$ cat config.mk
export PLATFORM = sky130hd
export DESIGN_NAME = lunar_thrust_ctrl
export DESIGN_NICKNAME = d
export VERILOG_FILES = /design/src/rtl/lunar_thrust_ctrl.sv
export SDC_FILE = /design/constraint.sdc
export NUM_CORES = 1
export LEC_CHECK = 0
export ABC_CLOCK_PERIOD_IN_PS = 3200
export CAP_MARGIN = 25
export CORE_MARGIN = 8
export CORE_UTILIZATION = 40
export DETAILED_ROUTE_END_ITERATION = 12
export PLACE_DENSITY = 0.68
export RECOVER_POWER = 50
export SLEW_MARGIN = 20
export SYNTH_ARGS = -nofsm -noshare
export SYNTH_HDL_FRONTEND = slang
export SYNTH_SLANG_ARGS = --single-unit
$ cat constraint.sdc
create_clock -name clk_25 -period 3.2 [get_ports clk_25]
set_input_delay 0.32 -clock clk_25 [delete_from_list [all_inputs] [get_ports clk_25]]
set_output_delay 0.32 -clock clk_25 [all_outputs]
set_load 0.03 [all_outputs]
$ cat src/rtl/lunar_thrust_ctrl.sv
// Thrust sequencer for the Lunar Lander core: arbitrates analog stick vs D-pad ramp,
// slews bumplessly on source changes, saturates at THRUST_MAX and supports a forced-zero hold.
module lunar_thrust_ctrl #(
    parameter int unsigned TICK_DIV   = 98425,
    parameter int unsigned THRUST_MAX = 254,
    parameter int unsigned SLEW_STEP  = 4
) (
    input  logic       clk_25,
    input  logic       RESET_L,
    input  logic       src_sel,
    input  logic [7:0] analog_y,
    input  logic       dpad_up,
    input  logic       dpad_down,
    input  logic       force_zero,
    output logic [7:0] thrust,
    output logic       thrust_chg,
    output logic       slewing
);

    localparam int unsigned PW   = (TICK_DIV > 1) ? $clog2(TICK_DIV) : 1;
    localparam logic [7:0]  TMAX = 8'(THRUST_MAX);
    localparam logic [7:0]  STEP = 8'(SLEW_STEP);

    typedef enum logic [1:0] {SLEW, TRACK_A, TRACK_D} state_t;

    state_t        state, state_next;
    logic [PW-1:0] presc;
    logic          tick;
    logic [7:0]    dpad_acc, acc_next;
    logic [7:0]    thrust_next;
    logic [8:0]    a_raw;
    logic [7:0]    a_tgt;
    logic [7:0]    slew_val;

    assign tick = (presc == PW'(TICK_DIV - 1));

    // 127 - y in 9 bits spans 0..255 exactly, so the modular result needs no sign handling
    assign a_raw = 9'd127 - {analog_y[7], analog_y};
    assign a_tgt = (a_raw > {1'b0, TMAX}) ? TMAX : a_raw[7:0];

    always_comb begin
        slew_val = a_tgt;
        if (a_tgt > thrust) begin
            if ((a_tgt - thrust) > STEP)
                slew_val = thrust + STEP;
        end else if ((thrust - a_tgt) > STEP) begin
            slew_val = thrust - STEP;
        end
    end

    always_comb begin
        state_next  = state;
        thrust_next = thrust;
        acc_next    = dpad_acc;
        if (force_zero) begin
            thrust_next = '0;
            acc_next    = '0;
            state_next  = src_sel ? TRACK_D : SLEW;
        end else begin
            unique case (state)
                SLEW: begin
                    if (src_sel) begin
                        state_next = TRACK_D;
                        acc_next   = thrust;
                    end else begin
                        if (tick)
                            thrust_next = slew_val;
                        if (thrust == a_tgt)
                            state_next = TRACK_A;
                    end
                end
                TRACK_A: begin
                    if (src_sel) begin
                        state_next = TRACK_D;
                        acc_next   = thrust;
                    end else begin
                        thrust_next = a_tgt;
                    end
                end
                TRACK_D: begin
                    if (!src_sel) begin
                        state_next = SLEW;
                    end else begin
                        // thrust follows the previous accumulator value, one cycle behind
                        thrust_next = dpad_acc;
                        if (tick) begin
                            if (dpad_up && !dpad_down && dpad_acc < TMAX)
                                acc_next = dpad_acc + 8'd1;
                            else if (dpad_down && !dpad_up && dpad_acc != 8'd0)
                                acc_next = dpad_acc - 8'd1;
                        end
                    end
                end
                default: state_next = SLEW;
            endcase
        end
    end

    always_ff @(posedge clk_25 or negedge RESET_L) begin
        if (!RESET_L) begin
            presc      <= '0;
            state      <= SLEW;
            thrust     <= '0;
            dpad_acc   <= '0;
            thrust_chg <= 1'b0;
            slewing    <= 1'b1;
        end else begin
            presc      <= tick ? '0 : presc + PW'(1);
            state      <= state_next;
            thrust     <= thrust_next;
            dpad_acc   <= acc_next;
            thrust_chg <= (thrust_next != thrust);
            slewing    <= (state_next == SLEW);
        end
    end

endmodule
==> results.sh, run 1 <==
export IMPL_crit_path_start_kind="register"
export IMPL_seq_area_frac_synth=0.243
export IMPL_wire_per_inst_um=17.5
export IMPL_clk_pin_slew_ps=80
export IMPL_initial_core_util=0.413
export IMPL_cts_sinks=37
export IMPL_die_y_um=114
export IMPL_cts_buffers=5
export IMPL_slew_violations=38
export IMPL_place_gp_congestion=0.957
export IMPL_clock_path_buffers=2
export IMPL_ys_ff_latch=37
export IMPL_grt_pass1_vias=4066
export IMPL_fin_nets=631
export IMPL_crit_arrival_ps=3370
export IMPL_h_tree_depth=2
export IMPL_grt_max_degree=38
export IMPL_core_mm2=0.00924
export IMPL_period_share=0.999
export IMPL_viasPerCell=5.79
export IMPL_cts_root_buf="clkbuf_8"
export IMPL_final_common_cell="buf_4"
export IMPL_clkLatencyLatePin_ps=290
export IMPL_max_freq_mhz=313
export IMPL_cts_tree="built"
export IMPL_placed_area_mm2=0.00478
export IMPL_endpoint_kind="register"
export IMPL_synth_xor_area_frac=0.0528
export IMPL_synth_cell_type_count=83
export IMPL_finalSetupViolations=0
export IMPL_yosys_warnings=0
export IMPL_final_cell_mix="101 x buf_4, 51 x nor2_1, 38 x a21oi_1"
export IMPL_worstPathRequired_ps=3370
export IMPL_status="finished, violations left"
export IMPL_die_area_mm2=0.0129
export IMPL_worstMarginPinSlew_ps=2050
export IMPL_finalCriticalPeriod_ps=3200
export IMPL_ioPinCount=24
export IMPL_rows=35
export IMPL_hold_violations=0
export IMPL_synth_cells=480
export IMPL_synth_avg_cell_area_um2=7.95
export IMPL_fill_cells=852
export IMPL_hpwl_um=9120
export IMPL_critPathMaxFanout=5
export IMPL_p_per_area_mw_per_mm2=285
export IMPL_hold_worst_slack_ps=504
export IMPL_multiInputGateArea_mm2=0.00287
export IMPL_synth_nets=520
export IMPL_antenna_left=0
export IMPL_firstDrtPassIters=5
export IMPL_synth_fa_ha_area_frac=0.0872
export IMPL_io_buffers=23
export IMPL_place_ws_ps=-710
export IMPL_drive_above_1_share=0.318
export IMPL_num_antenna_cells=0
export IMPL_drt_iter0_drc=377
export IMPL_async_reset_ff_frac=1.00
export IMPL_synth_compound_area_frac=0.318
export IMPL_critPathKind="reg -> reg"
export IMPL_num_vias=4173
export IMPL_hold_buffers=0
export IMPL_grt_use_total=0.194
export IMPL_ir_drop_v=0.000320
export IMPL_maxCapViolations=1
export IMPL_netlist_area_mm2=0.00382
export IMPL_violations="max-capacitance violations, max-slew violations"
export IMPL_ys_flop_type="dfrtp_1"
export IMPL_grt_overflow=0
export IMPL_grt_pass1_wl_um=20700
export IMPL_hold_path_class="reg -> reg"
export IMPL_power_leakage_nw=2.30
export IMPL_die_x_um=114
export IMPL_yosys_area_share_simple=0.214
export IMPL_synth_top_family_by_area="compound AO/OA/AOI/OAI gates"
export IMPL_synth_edff_count=0
export IMPL_synthMuxAreaShare=0.0161
export IMPL_antenna_found_initial=0
export IMPL_relSlewSlack=-0.370
export IMPL_finalPower_w=0.00150
export IMPL_rsz0062_at_grt="true"
export IMPL_syn_to_final_growth_pct=37.9
export IMPL_finalWorstSetupSlack_ps=1.95
export IMPL_finClkSkew_ps=6.39
export IMPL_layout_area_seq_um2=935
export IMPL_final_cells=721
export IMPL_finalInstanceArea_mm2=0.00526
export IMPL_drt_wl_total_um=12600
export IMPL_placedCellCount=691
export IMPL_drc=0
-- final cells by class --
cell class,count,share of cell area
repair buffers,132,0.200
clock buffers,6,0.0138
inverters,34,0.0243
clock inverters,2,0.00737
flip-flops and latches,37,0.178
multi-input cells,381,0.546
well taps,129,0.0307
-- final timing paths --
path	slack (ps)	depth (start not counted)	to	startpoint
setup / recovery	2	14	thrust_chg	thrust[5]
hold / removal	500	1	presc[11]	presc[11]
setup reg to reg	2	14	thrust_chg	thrust[5]
hold reg to reg	500	1	presc[11]	presc[11]
max in group asynchronous	1270	1	thrust[6]	RESET_L
min in group asynchronous	610	1	presc[11]	RESET_L
-- registers in the layout, indices dropped and copies added (netlist names) --
| signal | cells |
|---|---|
| slewing | 1 |
| presc | 17 |
| dpad_acc | 8 |
| state | 2 |
| thrust | 8 |
| thrust_chg | 1 |
-- synthesized netlist by cell type (3+ instances only) --
master     instances  share of area
nand3_1           12          0.016
o211ai_1           8          0.016
nor2b_1            6         0.0098
ha_1              25          0.082
o22ai_1            8          0.013
a211o_1            3         0.0069
buf_4              3         0.0059
mux2i_1            5          0.013
nor4_1             3         0.0049
a211oi_2           3         0.0098
a21o_1             7          0.014
buf_2              3         0.0039
a2111oi_0          3         0.0069
a31oi_1            5         0.0082
nand4_1            8          0.013
nor2_1            53          0.052
xor2_1             9          0.021
o21a_1             7          0.014
and2_1             3         0.0049
or3_1              3         0.0049
inv_1             34          0.033
o21bai_1           4         0.0079
and3_1             6         0.0098
a21oi_1           40          0.052
nor3_1            12          0.016
o31ai_1            3         0.0059
nand2_1           32          0.031
dfrtp_1           36           0.24
o21ai_0           19          0.025
xnor2_1           14          0.032
nand2b_1           8          0.013
a311o_1            3         0.0079
a211oi_1          10          0.020
a22oi_1            3         0.0059
clkbuf_1          21          0.021
-- report_power, final --
| part | internal [W] | switching (W) |
|---|---|---|
| logic | 0.000283 | 0.000311 |
| clock network | 0.000234 | 0.000177 |
| registers | 0.000482 | 0.0000155 |
-- worst max-delay path, stage by stage (launching register included) --
cell	delay, ps
dfrtp_2	420
buf_4	140
ha_1	220
a211oi_2	190
nor2_1	90
a211oi_2	220
xnor2_1	90
buf_4	150
o31ai_4	290
buf_6	170
o211ai_1	150
nand2_2	110
mux2i_2	210
a41oi_2	130
or4_1	480
-- timing repair --
action                                 4_1_cts  5_1_grt
pin swaps                                   31       19
setup endpoints to repair                    6        4
endpoints found under the hold margin        0        0
cloned                                       2        0
setup buffers                               16        5
gates resized for setup                     53       21
-- per-stage QoR --
| step | setup TNS (ps) | utilization |
|---|---|---|
| after floorplan | -11.7 | - |
| after global placement | -3240 | 0.517 |
| after detailed placement | -3640 | 0.517 |
| after CTS | -36.5 | 0.558 |
| after global routing | -195 | 0.570 |
| final | 0 | 0.570 |
-- per-layer routing --
layer,global-route usage,share of wire
met1,0.249,0.43
met2,0.330,0.49
met3,0.0243,0.060
met4,0.0631,0.021
met5,0,0
-- logic make-up after synthesis --
| logic type | count (synthesis) |
|---|---|
| xor gates and xnor gates | 23 |
| muxes | 6 |
| adders and majority gates | 26 |
| buffers and inverters | 63 |
| DFF | 37 |
| AOI/OAI and AO/OA | 163 |
| and+or+nand+nor | 162 |
Power figures use the tool's default switching activity.
==> run 2: changes to the inputs <==
Settings changed: CORE_MARGIN 8 to not set, RECOVER_POWER 50 to 25, SETUP_SLACK_MARGIN set to 0.02.
==> run 2 against run 1 <==
  * Critical path depth rose by 1
  * Count of clock-buffer cells in the layout fell by 1
  * Design area fell by 1.4%
  * The flow finishes with violations (max-capacitance violations, max-slew violations, negative setup slack)
  * Sequential power barely moved
  * Critical endpoint unchanged
  * Fmax fell by 1.9%
  * Via count fell by 0.46%
  * Routed wire length fell by 2.6%
  * Highest routed layer unchanged
  * Clock power fell by 14%
  * Flip-flop and latch count did not move
  * Die area fell by 23%
  * Sequential share of layout area rose by 0.24 points
==> results.sh, run 2 (same netlist as run 1, synthesis figures left out) <==
export IMPL_drc=0
export IMPL_critPathKind="reg -> reg"
export IMPL_final_cells=714
export IMPL_crit_end="thrust_chg"
export IMPL_cts_sinks=37
export IMPL_finalSetupViolations=1
export IMPL_endpoint_kind="register"
export IMPL_antenna_found_initial=0
export IMPL_clk_pin_slew_ps=100
export IMPL_crit_start="thrust[2]"
export IMPL_worstMarginPinSlew_ps=2060
export IMPL_critPathMaxFanout=9
export IMPL_period_share=1.02
export IMPL_grt_pass1_wl_um=20500
export IMPL_crit_top_cell="buf_4"
export IMPL_drt_wl_total_um=12300
export IMPL_crit_path_start_kind="register"
export IMPL_clock_path_buffers=2
export IMPL_initial_core_util=0.413
export IMPL_worstPathRequired_ps=3390
export IMPL_drt_iter0_drc=365
export IMPL_r2r_end="thrust_chg"
export IMPL_firstDrtPassIters=5
export IMPL_layout_area_seq_um2=935
export IMPL_p_per_area_mw_per_mm2=277
export IMPL_ir_drop_v=0.000270
export IMPL_cts_buffers=5
export IMPL_h_tree_depth=2
export IMPL_cp_cell_sequence="inv_2, ha_4, buf_4, nor2b_1, o21ai_0, o21ai_0, o22ai_2, buf_4, nor3_4, a21o_4, buf_4, a311o_1, a211oi_2, o211ai_1, or4_1"
export IMPL_antenna_left=0
export IMPL_slew_violations=38
export IMPL_die_area_mm2=0.00994
export IMPL_max_freq_mhz=307
export IMPL_hpwl_um=9100
export IMPL_finalCriticalPeriod_ps=3260
export IMPL_cpPeakStageDelay_ps=480
export IMPL_drive_above_1_share=0.311
export IMPL_rows=35
export IMPL_hold_violations=0
export IMPL_placedCellCount=690
export IMPL_maxCapViolations=1
export IMPL_grt_use_total=0.258
export IMPL_core_mm2=0.00924
export IMPL_ioPinCount=24
export IMPL_grt_overflow=0
export IMPL_multiInputGateArea_mm2=0.00288
export IMPL_place_gp_congestion=0.921
export IMPL_crit_arrival_ps=3450
export IMPL_violations="max-capacitance violations, max-slew violations, negative setup slack"
export IMPL_final_cell_mix="95 x buf_4, 50 x nor2_1, 39 x a21oi_1"
export IMPL_finalWorstSetupSlack_ps=-60.9
export IMPL_die_y_um=99.7
export IMPL_die_x_um=99.7
export IMPL_viasPerCell=5.82
export IMPL_largest_reg_flops=17
export IMPL_cts_root_buf="clkbuf_8"
export IMPL_fill_cells=839
export IMPL_io_buffers=23
export IMPL_power_leakage_nw=2.27
export IMPL_grt_pass1_vias=4293
export IMPL_largestRegisters="presc: 17 flops, dpad_acc: 8 flops, thrust: 8 flops"
export IMPL_hold_path_class="reg -> reg"
export IMPL_num_antenna_cells=0
export IMPL_num_vias=4154
export IMPL_reg2reg_from="thrust[2]"
export IMPL_wire_per_inst_um=17.2
export IMPL_rsz0062_at_grt="true"
export IMPL_grt_max_degree=38
export IMPL_hold_buffers=0
export IMPL_min_from="presc[8]"
export IMPL_cp_depth=15
export IMPL_final_common_cell="buf_4"
export IMPL_relSlewSlack=-0.371
export IMPL_slowest_stage="or4_1"
export IMPL_largest_register="presc"
export IMPL_crit_family="compound AO/OA/AOI/OAI gates"
export IMPL_r2r_setup_slack_ps=-60
export IMPL_hold_worst_slack_ps=507
export IMPL_fin_nets=624
export IMPL_syn_to_final_growth_pct=36.0
export IMPL_critPathBufInv=4
export IMPL_finClkSkew_ps=19.1
export IMPL_status="finished, violations left"
export IMPL_clkLatencyLatePin_ps=310
export IMPL_finalPower_w=0.00144
export IMPL_reg2reg_depth=15
export IMPL_utilization=0.562
export IMPL_cts_tree="built"
[run 2: cell types whose count changed in the layout (fill, tap and decap cells not counted), sizes merged]
cell	change
a21o	+1
buf	-7
clkinv	-1
clkdlybuf4s15	-1
bufinv	-1
clkinvlp	+1
inv	+2
dlygate4sd2	+1
clkbuf	-2
[run 2: per-stage QoR]
stage	TNS, ps	cell area (µm²)	worst slack, ps
finish	-60.9	5190	-60.9
global placement	-3270	4770	-654
global route	-496	5190	-254
floorplan	-11.7	3880	-11.7
detailed placement	-4060	4770	-729
CTS	-16.3	5110	-16.3
[run 2: timing repair]
action,4_1_cts,5_1_grt
setup endpoints to repair,6,4
gates cloned,3,0
resized for setup,57,20
setup buffers,11,2
pin swaps,28,20
[run 2: power breakdown]
group	switching (W)	internal [W]	total, W
clock	0.000196	0.000159	0.000355
sequential	0.0000165	0.000482	0.000498
combinational	0.000311	0.000273	0.000585
[run 2: routing by layer]
layer / track usage / part of all wire
met5: 0 / 0
met1: 0.322 / 0.43
met2: 0.442 / 0.48
met3: 0.0260 / 0.049
met4: 0.128 / 0.036
[run 2: layout make-up]
cell class | count | share of cell area
inverter | 34 | 0.0251
multi-input combinational | 382 | 0.555
tap | 129 | 0.0311
sequential | 37 | 0.180
clock buffer | 5 | 0.0133
clock inverter | 3 | 0.00482
timing repair buffer | 124 | 0.190
[run 2: worst register-to-register path: stages, from the launching register on]
cell and delay (ps):
dfrtp_2 440, inv_2 90, ha_4 240, buf_4 140, nor2b_1 120, o21ai_0 200, o21ai_0 170, o22ai_2 130
buf_4 180, nor3_4 60, a21o_4 210, buf_4 130, a311o_1 260, a211oi_2 160, o211ai_1 110, or4_1 480
[run 2: how the worst min path moves through the flow]
stage | endpoint | slack (ps) | cells after the start
6_report | presc[8] | 510 | 1
5_1_grt | presc[11] | 540 | 1
4_1_cts | presc[6] | 140 | 1
3_5_place_dp | presc[1] | 480 | 1
3_3_place_gp | presc[14] | 470 | 1
2_1_floorplan | dpad_acc[0] | 20 | 0
==> run 3: changes to the inputs <==
Settings changed: CORE_MARGIN set to 1.5, RECOVER_POWER 25 to 50.
==> run 3 against run 2 <==
  * The flow still finishes with violations (max-capacitance violations, max-slew violations, negative setup slack)
  * Setup slack worse by 37 ps
  * Via count up 0.46%
  * Non-clock buffer count up 2
  * Critical path depth up 2
  * Register-to-register slack better by 30 ps
  * Flip-flop and latch count unchanged
  * Total power up 5.5%
  * Design area up 1.9%
  * Clock skew down 9.7 ps
  * Cell count up 0.14%
  * Global-route usage down 0.59 points
  * Clock power up 17%
  * Largest power group unchanged
  * Highest routed layer unchanged
==> results.sh, run 3 (same netlist as run 1, synthesis figures left out) <==
export IMPL_final_cell_mix="96 x buf_4, 50 x nor2_1, 39 x a21oi_1"
export IMPL_cpPeakStageDelay_ps=510
export IMPL_ir_drop_v=0.000265
export IMPL_cp_depth=17
export IMPL_core_mm2=0.00924
export IMPL_finalWorstSetupSlack_ps=-97.4
export IMPL_die_area_mm2=0.0101
export IMPL_grt_overflow=0
export IMPL_rows=35
export IMPL_wire_per_inst_um=17.5
export IMPL_hpwl_um=8860
export IMPL_cts_root_buf="clkbuf_8"
export IMPL_r2r_setup_slack_ps=-30
export IMPL_grt_pass1_vias=4249
export IMPL_viasPerCell=5.84
export IMPL_critPathBufInv=4
export IMPL_crit_path_start_kind="input pin"
export IMPL_finalCriticalPeriod_ps=3300
export IMPL_num_vias=4173
export IMPL_endpoint_kind="register"
export IMPL_slowest_stage="or4_1"
export IMPL_clk_pin_slew_ps=80
export IMPL_firstDrtPassIters=6
export IMPL_crit_end="thrust_chg"
export IMPL_num_antenna_cells=0
export IMPL_grt_use_total=0.252
export IMPL_antenna_left=0
export IMPL_critPathKind="in -> reg"
export IMPL_cp_cell_sequence="buf_8, nor3_4, a41o_1, inv_2, ha_4, nand2b_4, a21oi_4, mux2i_1, a311o_1, buf_4, nor3_4, a21o_4, buf_6, a21o_1, a21oi_1, o31a_1, or4_1"
export IMPL_max_freq_mhz=303
export IMPL_finalInstanceArea_mm2=0.00529
export IMPL_power_leakage_nw=2.29
export IMPL_syn_to_final_growth_pct=38.5
export IMPL_finClkSkew_ps=9.34
export IMPL_cts_sinks=37
export IMPL_h_tree_depth=2
export IMPL_worstMarginPinSlew_ps=2100
export IMPL_die_x_um=101
export IMPL_finalSetupViolations=1
export IMPL_drt_iter0_drc=323
export IMPL_violations="max-capacitance violations, max-slew violations, negative setup slack"
export IMPL_place_ws_ps=-772
export IMPL_crit_start="analog_y[4]"
export IMPL_grt_max_degree=38
export IMPL_clkLatencyLatePin_ps=290
export IMPL_ioPinCount=24
export IMPL_r2r_end="thrust_chg"
export IMPL_maxCapViolations=1
export IMPL_largestRegisters="presc: 17 flops, dpad_acc: 8 flops, thrust: 8 flops"
export IMPL_cts_tree="built"
export IMPL_place_gp_congestion=0.940
export IMPL_hold_violations=0
export IMPL_crit_top_cell="nor3_4"
export IMPL_io_buffers=23
export IMPL_largest_reg_flops=17
export IMPL_final_common_cell="buf_4"
export IMPL_fill_cells=804
export IMPL_clock_path_buffers=2
export IMPL_reg2reg_from="thrust[2]"
export IMPL_crit_arrival_ps=3470
export IMPL_grt_pass1_wl_um=20500
export IMPL_drc=0
export IMPL_fin_nets=625
export IMPL_utilization=0.572
export IMPL_reg2reg_depth=14
export IMPL_period_share=1.03
export IMPL_status="finished, violations left"
export IMPL_worstPathRequired_ps=3370
export IMPL_relSlewSlack=-0.402
export IMPL_initial_core_util=0.413
export IMPL_cts_buffers=5
export IMPL_p_per_area_mw_per_mm2=287
export IMPL_hold_buffers=0
export IMPL_slew_violations=38
export IMPL_rsz0062_at_grt="true"
export IMPL_drive_above_1_share=0.316
export IMPL_largest_register="presc"
export IMPL_critPathMaxFanout=7
export IMPL_hold_worst_slack_ps=511
export IMPL_placed_area_mm2=0.00475
export IMPL_drt_wl_total_um=12500
export IMPL_crit_family="compound AO/OA/AOI/OAI gates"
export IMPL_hold_path_class="reg -> reg"
export IMPL_die_y_um=101
export IMPL_antenna_found_initial=0
## run 3: layout make-up
cell class | instances | area [µm²] | area share
multi-input combinational | 381 | 2920 | 0.552
timing repair buffer | 126 | 1030 | 0.195
sequential | 37 | 935 | 0.177
tap | 129 | 161 | 0.0305
inverter | 34 | 128 | 0.0241
clock buffer | 6 | 72.6 | 0.0137
clock inverter | 2 | 38.8 | 0.00733
## run 3: per-layer routing
layer  routed length (µm)  global-route usage  vias up
met5                    0                   0        -
met2                 6060               0.427      187
met4                  491               0.124        0
met1                 5230               0.321     1965
met3                  700              0.0236       52
li1                     -                   -     1969
## run 3: worst min path at each step
stage               from           to  slack (ps)  cells past startpoint
4_1_cts          RESET_L    thrust[3]         170                      1
6_report       presc[11]    presc[11]         510                      1
5_1_grt         presc[8]     presc[8]         530                      1
3_5_place_dp     RESET_L    presc[11]         490                      1
3_3_place_gp     RESET_L    presc[10]         480                      1
2_1_floorplan    RESET_L  dpad_acc[0]          20                      0
## run 3: stage by stage
step,setup TNS [ps],total power [W],instances
floorplan,-11.7,0.000821,480
global placement,-3550,0.000997,686
detailed placement,-4090,0.00101,686
CTS,-35.5,0.00150,709
global route,-208,0.00159,715
finish,-97.4,0.00152,715
## run 3: power breakdown
group | total (W) | internal (W) | switching (W)
combinational | 0.000603 | 0.000286 | 0.000318
sequential | 0.000496 | 0.000481 | 0.0000143
clock | 0.000417 | 0.000234 | 0.000183
total | 0.00152 | 0.00100 | 0.000515
## run 3: what timing repair did
action | in CTS | in global routing
cloned | 2 | 0
endpoints found under the setup margin | 6 | 6
resized for setup | 70 | 12
buffers inserted | 13 | 7
pin swaps | 26 | 23
## run 3: worst register-to-register path: stages (launching register included)
cell     delay, ps
dfrtp_2        420
inv_2           80
ha_4           240
buf_4          150
nor2b_1        130
o21ai_0        210
o21ai_0        200
o22ai_4        280
nor3_2          90
a21o_4         230
buf_6          140
nand3_1         70
a21oi_1         60
o31a_1         290
or4_1          510
